--- src/rtl/lamp_fpu_sqrt_issue.sv ---
// Square-root issue/pack stage: unpacks one operand, resolves special cases
// locally, drives the sqrt core, then rounds (RNE) and repacks its result.
module lamp_fpu_sqrt_issue #(
    parameter int E_DW           = 8,
    parameter int F_DW           = 7,
    parameter int TIMEOUT_CYCLES = 64
) (
    input  logic                  clk,
    input  logic                  rst,
    input  logic                  req_valid_i,
    output logic                  req_ready_o,
    input  logic [E_DW+F_DW:0]    op_i,
    output logic                  doSqrt_o,
    output logic                  signum_op_o,
    output logic [E_DW:0]         extExp_op_o,
    output logic [F_DW:0]         extMant_op_o,
    output logic                  isInf_op_o,
    output logic                  isZero_op_o,
    input  logic                  s_res_i,
    input  logic [E_DW-1:0]       e_res_i,
    input  logic [F_DW+4:0]       f_res_i,
    input  logic                  valid_i,
    input  logic                  isOverflow_i,
    input  logic                  isUnderflow_i,
    output logic                  res_valid_o,
    input  logic                  res_ready_i,
    output logic [E_DW+F_DW:0]    res_o,
    output logic [4:0]            flags_o
);
    localparam int OPW = 1 + E_DW + F_DW;
    localparam int CW  = $clog2(TIMEOUT_CYCLES + 1);
    localparam logic [E_DW-1:0] EMAX = '1;
    localparam logic [OPW-1:0]  QNAN = {1'b0, EMAX, 1'b1, {(F_DW-1){1'b0}}};

    typedef enum logic [2:0] {S_IDLE, S_ISSUE, S_WAIT, S_ROUND, S_DONE} state_t;

    state_t            r_state, w_next;
    logic [CW-1:0]     r_cnt;
    logic              r_sgn, r_isInf, r_isZero;
    logic [E_DW:0]     r_extExp;
    logic [F_DW:0]     r_extMant;
    logic              r_s, r_ovf, r_unf;
    logic [E_DW-1:0]   r_e;
    logic [F_DW+4:0]   r_f;
    logic [OPW-1:0]    r_res;
    logic [4:0]        r_flags;

    // operand classification
    logic              w_s, w_eMax, w_eZero, w_fZero, w_nan, w_inf, w_zero, w_special;
    logic [E_DW-1:0]   w_e;
    logic [F_DW-1:0]   w_f;
    logic [OPW-1:0]    w_sp_res;
    logic [4:0]        w_sp_flags;

    assign w_s       = op_i[OPW-1];
    assign w_e       = op_i[OPW-2 -: E_DW];
    assign w_f       = op_i[F_DW-1:0];
    assign w_eMax    = &w_e;
    assign w_eZero   = ~|w_e;
    assign w_fZero   = ~|w_f;
    assign w_nan     = w_eMax & ~w_fZero;
    assign w_inf     = w_eMax & w_fZero;
    assign w_zero    = w_eZero & w_fZero;
    assign w_special = w_eMax | w_zero | w_s;

    // NaN is checked before sign so a negative qNaN stays quiet
    always_comb begin
        w_sp_res   = op_i;
        w_sp_flags = '0;
        if (w_nan) begin
            w_sp_res      = QNAN;
            w_sp_flags[4] = ~w_f[F_DW-1];
        end else if (w_s && !w_zero) begin
            w_sp_res      = QNAN;
            w_sp_flags[4] = 1'b1;
        end
    end

    // round-to-nearest-even on the captured core mantissa
    logic              w_inc, w_carry, w_inexact;
    logic [F_DW+1:0]   w_mant;
    logic [E_DW:0]     w_exp;
    logic [OPW-1:0]    w_rnd_res;
    logic [4:0]        w_rnd_flags;

    assign w_inexact = r_f[3] | (|r_f[2:0]);
    assign w_inc     = r_f[3] & ((|r_f[2:0]) | r_f[4]);
    assign w_mant    = {1'b0, r_f[F_DW+4:4]} + (F_DW+2)'(w_inc);
    assign w_carry   = w_mant[F_DW+1];
    assign w_exp     = {1'b0, r_e} + (E_DW+1)'(w_carry);

    always_comb begin
        w_rnd_res   = {r_s, w_exp[E_DW-1:0], w_mant[F_DW-1:0]};
        w_rnd_flags = {3'b000, w_inexact, 1'b0};
        if (r_ovf) begin
            w_rnd_res   = {r_s, EMAX, {F_DW{1'b0}}};
            w_rnd_flags = 5'b01010;
        end else if (r_unf) begin
            w_rnd_res   = {r_s, {E_DW{1'b0}}, {F_DW{1'b0}}};
            w_rnd_flags = 5'b00110;
        end else if (w_exp >= {1'b0, EMAX}) begin
            w_rnd_res   = {r_s, EMAX, {F_DW{1'b0}}};
            w_rnd_flags = {1'b0, 1'b1, 1'b0, w_inexact, 1'b0};
        end
    end

    logic w_timeout;
    assign w_timeout = (r_cnt == CW'(TIMEOUT_CYCLES - 1));

    always_ff @(posedge clk or negedge rst) begin
        if (!rst) r_state <= S_IDLE;
        else      r_state <= w_next;
    end

    always_comb begin
        w_next      = r_state;
        req_ready_o = 1'b0;
        doSqrt_o    = 1'b0;
        res_valid_o = 1'b0;
        case (r_state)
            S_IDLE: begin
                req_ready_o = 1'b1;
                if (req_valid_i) w_next = w_special ? S_DONE : S_ISSUE;
            end
            S_ISSUE: begin
                doSqrt_o = 1'b1;
                w_next   = S_WAIT;
            end
            S_WAIT: begin
                if (valid_i)        w_next = S_ROUND;
                else if (w_timeout) w_next = S_DONE;
            end
            S_ROUND: w_next = S_DONE;
            S_DONE: begin
                res_valid_o = 1'b1;
                if (res_ready_i) w_next = S_IDLE;
            end
            default: w_next = S_IDLE;
        endcase
    end

    always_ff @(posedge clk or negedge rst) begin
        if (!rst) begin
            r_cnt     <= '0;
            r_sgn     <= 1'b0;
            r_isInf   <= 1'b0;
            r_isZero  <= 1'b0;
            r_extExp  <= '0;
            r_extMant <= '0;
            r_s       <= 1'b0;
            r_e       <= '0;
            r_f       <= '0;
            r_ovf     <= 1'b0;
            r_unf     <= 1'b0;
            r_res     <= '0;
            r_flags   <= '0;
        end else begin
            case (r_state)
                S_IDLE: if (req_valid_i) begin
                    r_sgn     <= w_s;
                    r_extExp  <= (w_eZero && !w_fZero) ? (E_DW+1)'(1) : {1'b0, w_e};
                    r_extMant <= {~w_eZero, w_f};
                    r_isInf   <= w_inf;
                    r_isZero  <= w_zero;
                    if (w_special) begin
                        r_res   <= w_sp_res;
                        r_flags <= w_sp_flags;
                    end
                end
                S_ISSUE: r_cnt <= '0;
                S_WAIT: begin
                    if (valid_i) begin
                        r_s   <= s_res_i;
                        r_e   <= e_res_i;
                        r_f   <= f_res_i;
                        r_ovf <= isOverflow_i;
                        r_unf <= isUnderflow_i;
                    end else if (w_timeout) begin
                        r_res   <= QNAN;
                        r_flags <= 5'b10001;
                    end else begin
                        r_cnt <= r_cnt + CW'(1);
                    end
                end
                S_ROUND: begin
                    r_res   <= w_rnd_res;
                    r_flags <= w_rnd_flags;
                end
                default: ;
            endcase
        end
    end

    assign signum_op_o  = r_sgn;
    assign extExp_op_o  = r_extExp;
    assign extMant_op_o = r_extMant;
    assign isInf_op_o   = r_isInf;
    assign isZero_op_o  = r_isZero;
    assign res_o        = r_res;
    assign flags_o      = r_flags;

endmodule

--- config.mk ---
export PLATFORM = sky130hd
export DESIGN_NAME = lamp_fpu_sqrt_issue
export DESIGN_NICKNAME = d
export VERILOG_FILES = /design/src/rtl/lamp_fpu_sqrt_issue.sv
export SDC_FILE = /design/constraint.sdc
export NUM_CORES = 1
export LEC_CHECK = 0
export CAP_MARGIN = 20
export CORE_AREA = 2 2 62 122
export CTS_CLUSTER_DIAMETER = 30
export DETAILED_ROUTE_END_ITERATION = 8
export DIE_AREA = 0 0 64 124
export PLACE_DENSITY_LB_ADDON = 0.1
export RECOVER_POWER = 25
export SYNTH_ARGS = -nofsm -noshare
export SYNTH_HDL_FRONTEND = slang
export SYNTH_SLANG_ARGS = --single-unit
--- constraint.sdc ---
create_clock -name clk -period 5 [get_ports clk]
set_input_delay 1 -clock clk [delete_from_list [all_inputs] [get_ports clk]]
set_output_delay 1 -clock clk [all_outputs]
set_load 0.01 [all_outputs]
# == After elaboration in Yosys (flattened, before gate mapping) ==
# Cells that the tools add are included.
# word_totals
register_bits,74
# op_classes
n_addsub,3
order_cmp,1
eq_ne,12
n_mux,33
bitwise_logic,9
n_reduce_logical,17
# ops
operator,n
two-way mux 16 bit,6
case mux 16 bit (3 select lines),1
two-way mux 15 bit,3
two-way mux 5 bit,4
adder 8 x 1 -> 9 bit,2
two-way mux 3 bit,5
case mux 3 bit (5 select lines),1
case mux 5 bit (3 select lines),1
two-way mux 7 bit,2
case mux 7 bit (2 select lines),1
two-way mux 4 bit,3
inequality test 2 bit (second input constant),6
>= comparator 9 x 8 -> 1 bit (second input constant),1
two-way mux 8 bit,1
AND reduction 8 bit,1
OR reduction 8 bit,1
adder 7 x 1 -> 7 bit (second input constant),1
equality test 7 x 6 -> 1 bit (second input constant),1
OR reduction 7 bit,1
equality test 3 x 2 -> 1 bit (second input constant),2
AND reduction 3 bit,2
two-way mux 1 bit,5
AND reduction 5 bit,1
bitwise AND 1 bit,4
other kinds (12),19

# == Depth between registers and ports, before layout ==
# logic_depth
word_depth,10
mapped_depth,12

# == Least setup slack after synthesis ==
# OpenSTA, ideal clock, no wires.
# synth_timing
kind,register to register
start,reg r_f[4]
end,"reg r_res[5], in the netlist res_o[5]"
t_arrival_ps,2711
slack_ps,2170
path_stages_with_launch,13
path_buffers,0
synth_period_minus_slack_ps,2830
path_cell_list,dfrtp_1 and2_1 ha_1 nand3_1 nor2_1 and3_1 ha_1 ha_1 and2_1 or4b_4 a31oi_2 or4_4 o21ai_2
# synth_between
elab_chain_cells,9
# synth_rtl
item,line_no,rtl
from (decl),44,logic [F_DW+4:0] r_f;
from (signal assigned),175,r_f <= f_res_i;
bitwise OR 1 bit,87,assign w_inc = r_f[3] & ((|r_f[2:0]) | r_f[4]);
bitwise AND 1 bit,87,
adder 8 x 1 -> 9 bit (*),88,"assign w_mant = {1'b0, r_f[F_DW+4:4]} + (F_DW+2)'(w_inc);"
adder 8 x 1 -> 9 bit,90,"assign w_exp = {1'b0, r_e} + (E_DW+1)'(w_carry);"
>= comparator 9 x 8 -> 1 bit,101,"end else if (w_exp >= {1'b0, EMAX}) begin"
two-way mux 15 bit (*),101,
two-way mux 15 bit (*),98,end else if (r_unf) begin
two-way mux 15 bit (*),95,if (r_ovf) begin
case mux 16 bit (3 select lines) (*),158,case (r_state)
to (signal assigned),166,r_res <= w_sp_res;
to (signal assigned),186,r_res <= w_rnd_res;
to (decl),45,logic [OPW-1:0] r_res;
# Every way passes the cells marked *; elsewhere a longest branch is shown, timed or not.
# A chain may end at the register's enable or synchronous reset.

# == Worst setup path after layout ==
# layout_timing
start,reg r_f[3]
end,"reg r_res[0], in the netlist res_o[0]"
# layout_between
elab_chain_cells,8
# layout_rtl
item,line_no
bitwise AND 1 bit (*),87
adder 8 x 1 -> 9 bit (*),88
adder 8 x 1 -> 9 bit,90
>= comparator 9 x 8 -> 1 bit,101
two-way mux 15 bit (*),101
two-way mux 15 bit (*),98
two-way mux 15 bit (*),95
case mux 16 bit (3 select lines) (*),158
# Marked as above.

==> impl_metrics.yaml <==
power:
  ir_drop_mv: 0.318
  power_frac_seq_pct: 40.1
  power.internal_mw: 1.79
  switching_power_mw: 0.970
  p_leak_nw: 2.05
  switching_share_pct: 35.1
  pwr_density_cell_nw_per_um2: 580
  p_clk_share_pct: 22.1
  total_power_mw: 2.76
  power.share.combinational_pct: 37.8
drt:
  routed.top_layer: "met4"
  dr_wl_met3_um: 332
  remaining_drc_errors: 0
  detail_route.wl_per_cell_um: 15.6
  wirelength_um: 8360
  drt-met1-wl_um: 3150
  met2_length_um: 4640
  drtAntennaViolNets: 0
  dr_total_vias: 2887
  dr.first_iter.drc_count: 180
  first_pass_iters: 4
  viasPerCell: 5.40
logic_synthesis:
  netlist.area_leader.share_pct: 51.1
  synth_top_family_by_area: "simple AND/OR/NAND/NOR gates"
  synthXorXnorAreaFrac_pct: 2.69
  synth.most_common_cell: "nand2_1"
  yosysWarnings: 0
  syn_area_per_cell_um2: 9.93
  synthArstFlopShare_pct: 100
  synth_compound_area_share_pct: 12.6
  synth_top_area_cell: "dfrtp_1"
  syn_nets: 408
  yosys.area_share.adder_pct: 1.40
  synth.distinct_cells: 55
  synth-simple-area-share_pct: 21.7
  postSynthCellCount: 360
  synthTopCellsByCount: "nand2_1 (83), dfrtp_1 (73), nor2_1 (25), mux2_2 (21)"
  seq_area_frac_synth_pct: 51.1
  ys_ff_latch: 73
  synth_edf_count: 0
  synth_area_um2: 3580
  netlist_top_cells_area: "dfrtp_1 (51%), nand2_1 (8.7%), mux2_2 (6.6%)"
  synthMuxAreaShare_pct: 6.89
  dominantRegCellSynth: "dfrtp_1"
sta:
  fmax_ghz: 0.318
  hold_viol_final: 0
  final_max_slew_viol_count: 74
  slew-limit-headroom_pct: -17.5
  period_needed_ns: 3.14
  rsz0062_at_grt: "no"
  setup_viol: 0
  clock_skew_ns: 0.00552
  holdWs_ns: 0.469
  worst_pin_slew_ns: 1.76
  tns_ns: 0
  fin_crit_sh_pct: 62.9
placed_design:
  gp_congestion: 0.853
  io_buffers: 86
  dp_hpwl_um: 6170
status:
  outcome: "finished with violations"
  violations: "capacitance limit, slew limit"
clocking:
  clk_pin_slew_worst_paths_ns: 0.05
  post-cts-setup-buffer-count: 0
  cts-root-buf: "clkbuf_16"
  clk-insertion-delay-late_ns: 0.34
  clockBufferDepth: 2
  cts_resized: 0
  cts_tree: "built"
  cts_buffers: 9
  cts_hold_buffers: 0
  htreeDepth: 3
  clock_sinks: 73
critical_path:
  required_ns: 5.26
  cp-start-kind: "flop"
  path_cells: "and2_1, ha_1, nand3_1, nor2_1, and3_1, ha_1, ha_1, and2_1, o211ai_1, a31oi_2, or4_4, o21ai_2"
  critPathTopFamily: "simple AND/OR/NAND/NOR gates"
  cp.arrival_ns: 3.41
  crit_fanout: 6
  crit_slowest_cell: "or4_4"
  crit_buf_inv: 0
  crit_cells: 12
  cpPeakStageDelay_ns: 0.58
  reg2reg_depth: 12
  cp-end-kind: "flop"
  setup.worst_path.class: "flop to flop"
  cp_common_cell: "ha_1"
global_route:
  antenna_found_initial: 0
  grt_pass1_vias: 2879
  grt_max_degree: 74
  grtUsageTotal_pct: 22.6
  grt_pass1_wl_um: 13600
  overflow: 0
floorplanning:
  dieWidth_um: 64
  rows: 43
  io-pin-count: 88
  die_h_um: 124
  core_um2: 6940
  start_util_pct: 51.5
  dieArea_um2: 7940
min_path:
  hp-class: "flop to flop"
  holdPathStages: 2
final_layout:
  nets: 489
  insertedDiodeCount: 0
  syn_to_final_growth_pct: 33.2
  drive_gt1_share_pct: 12.1
  post-route-util_pct: 68.6
flow_run:
  maxCapViolCount: 1
## power groups by stage
stage               clock (mW)  combinational [mW]  sequential, mW
global route             0.652                1.15            1.14
global placement             0                1.03            1.10
finish                   0.610                1.04            1.11
floorplan                    0               0.597            1.08
CTS                      0.619                1.06            1.11
detailed placement           0                1.05            1.11
## registers in the layout, indices dropped and copies added, names as in the netlist
register and cells:
extExp_op_o 8, res_o 16, signum_op_o 1, extMant_op_o 8, r_f 12, r_ovf 1, r_cnt 7, r_e 8
isInf_op_o 1, r_s 1, r_state 3, isZero_op_o 1, r_unf 1, flags_o 5
## metal layers
layer / vias up / global-route usage [%]
met3: 16 / 4.88
met4: 0 / 11.4
met1: 1385 / 24.3
li1: 1417 / -
met5: - / 0
met2: 69 / 41.0
## worst paths after layout
| kind | start | endpoint | slack, ns |
|---|---|---|---|
| max in group asynchronous | rst | r_e[2] | 2.81 |
| worst max register to register | r_f[3] | res_o[0] | 1.86 |
| worst max-delay path | r_f[3] | res_o[0] | 1.86 |
| worst min-delay path | extExp_op_o[1] | extExp_op_o[1] | 0.47 |
| worst min register to register | extExp_op_o[1] | extExp_op_o[1] | 0.47 |
| min in group asynchronous | rst | r_state[1] | 1.13 |
## worst register-to-register path: stages, from the launching register on
cell	delay, ns
dfrtp_1	0.40
and2_1	0.18
ha_1	0.19
nand3_1	0.13
nor2_1	0.18
and3_1	0.18
ha_1	0.26
ha_1	0.28
and2_1	0.18
o211ai_1	0.21
a31oi_2	0.16
or4_4	0.58
o21ai_2	0.16
## final cells by class
class | instances | area [um^2]
Clock buffer | 11 | 233
Sequential cell | 73 | 1830
Fill cell | 555 | 2180
Clock inverter | 4 | 45.0
Tap cell | 90 | 113
Multi-Input combinational cell | 259 | 1640
Timing Repair Buffer | 88 | 871
Inverter | 10 | 37.5
## kinds of logic (layout without fill, tap and decap cells)
| group | count (synthesis) | count (layout) |
|---|---|---|
| XOR/XNOR | 11 | 11 |
| multiplexers | 22 | 22 |
| other | 1 | 1 |
| AO/OA/AOI/OAI | 62 | 62 |
| adder cells (fa/ha/maj) | 4 | 4 |
| flip-flops | 73 | 73 |
| AND/OR/NAND/NOR | 159 | 159 |
| buffers and inverters | 28 | 113 |
## placed cells by master, fill, tap and decap left out, types with 2 or more instances in the layout
cell             Yosys  layout
nor4_1               4       4
inv_1               10      10
nor3_1              10      10
o21a_1               2       2
dfrtp_1             73      73
clkbuf_1             7       2
o31ai_1              9       9
o21ai_0             10      10
xnor2_1              6       6
o21ai_2              6       6
o22ai_1              2       2
nor2_1              25      25
nor4_2               2       2
a21o_1               2       2
a221o_1              2       2
mux2_2              21      21
and4_1               2       2
a22o_1               2       2
a211oi_1             3       3
and2_1               7       7
nand2_1             83      83
nand4_1              8       8
nand3_1              5       5
xor2_1               5       5
clkinv_2             0       3
clkdlybuf4s50_1      0      85
clkbuf_16            0       9
and3_1               2       2
buf_4                1       2
o21ai_1              2       2
a211o_1              2       2
a21oi_1             10      10
ha_1                 4       4
## per-stage QoR
step,instance area (um^2),instances,setup WS [ns]
after CTS,4760,535,1.84
after global placement,4490,520,1.74
after global routing,4760,535,1.64
after floorplan,3580,360,2.17
final,4760,535,1.86
after detailed placement,4490,520,1.68
(Power assumes the default switching activity.)
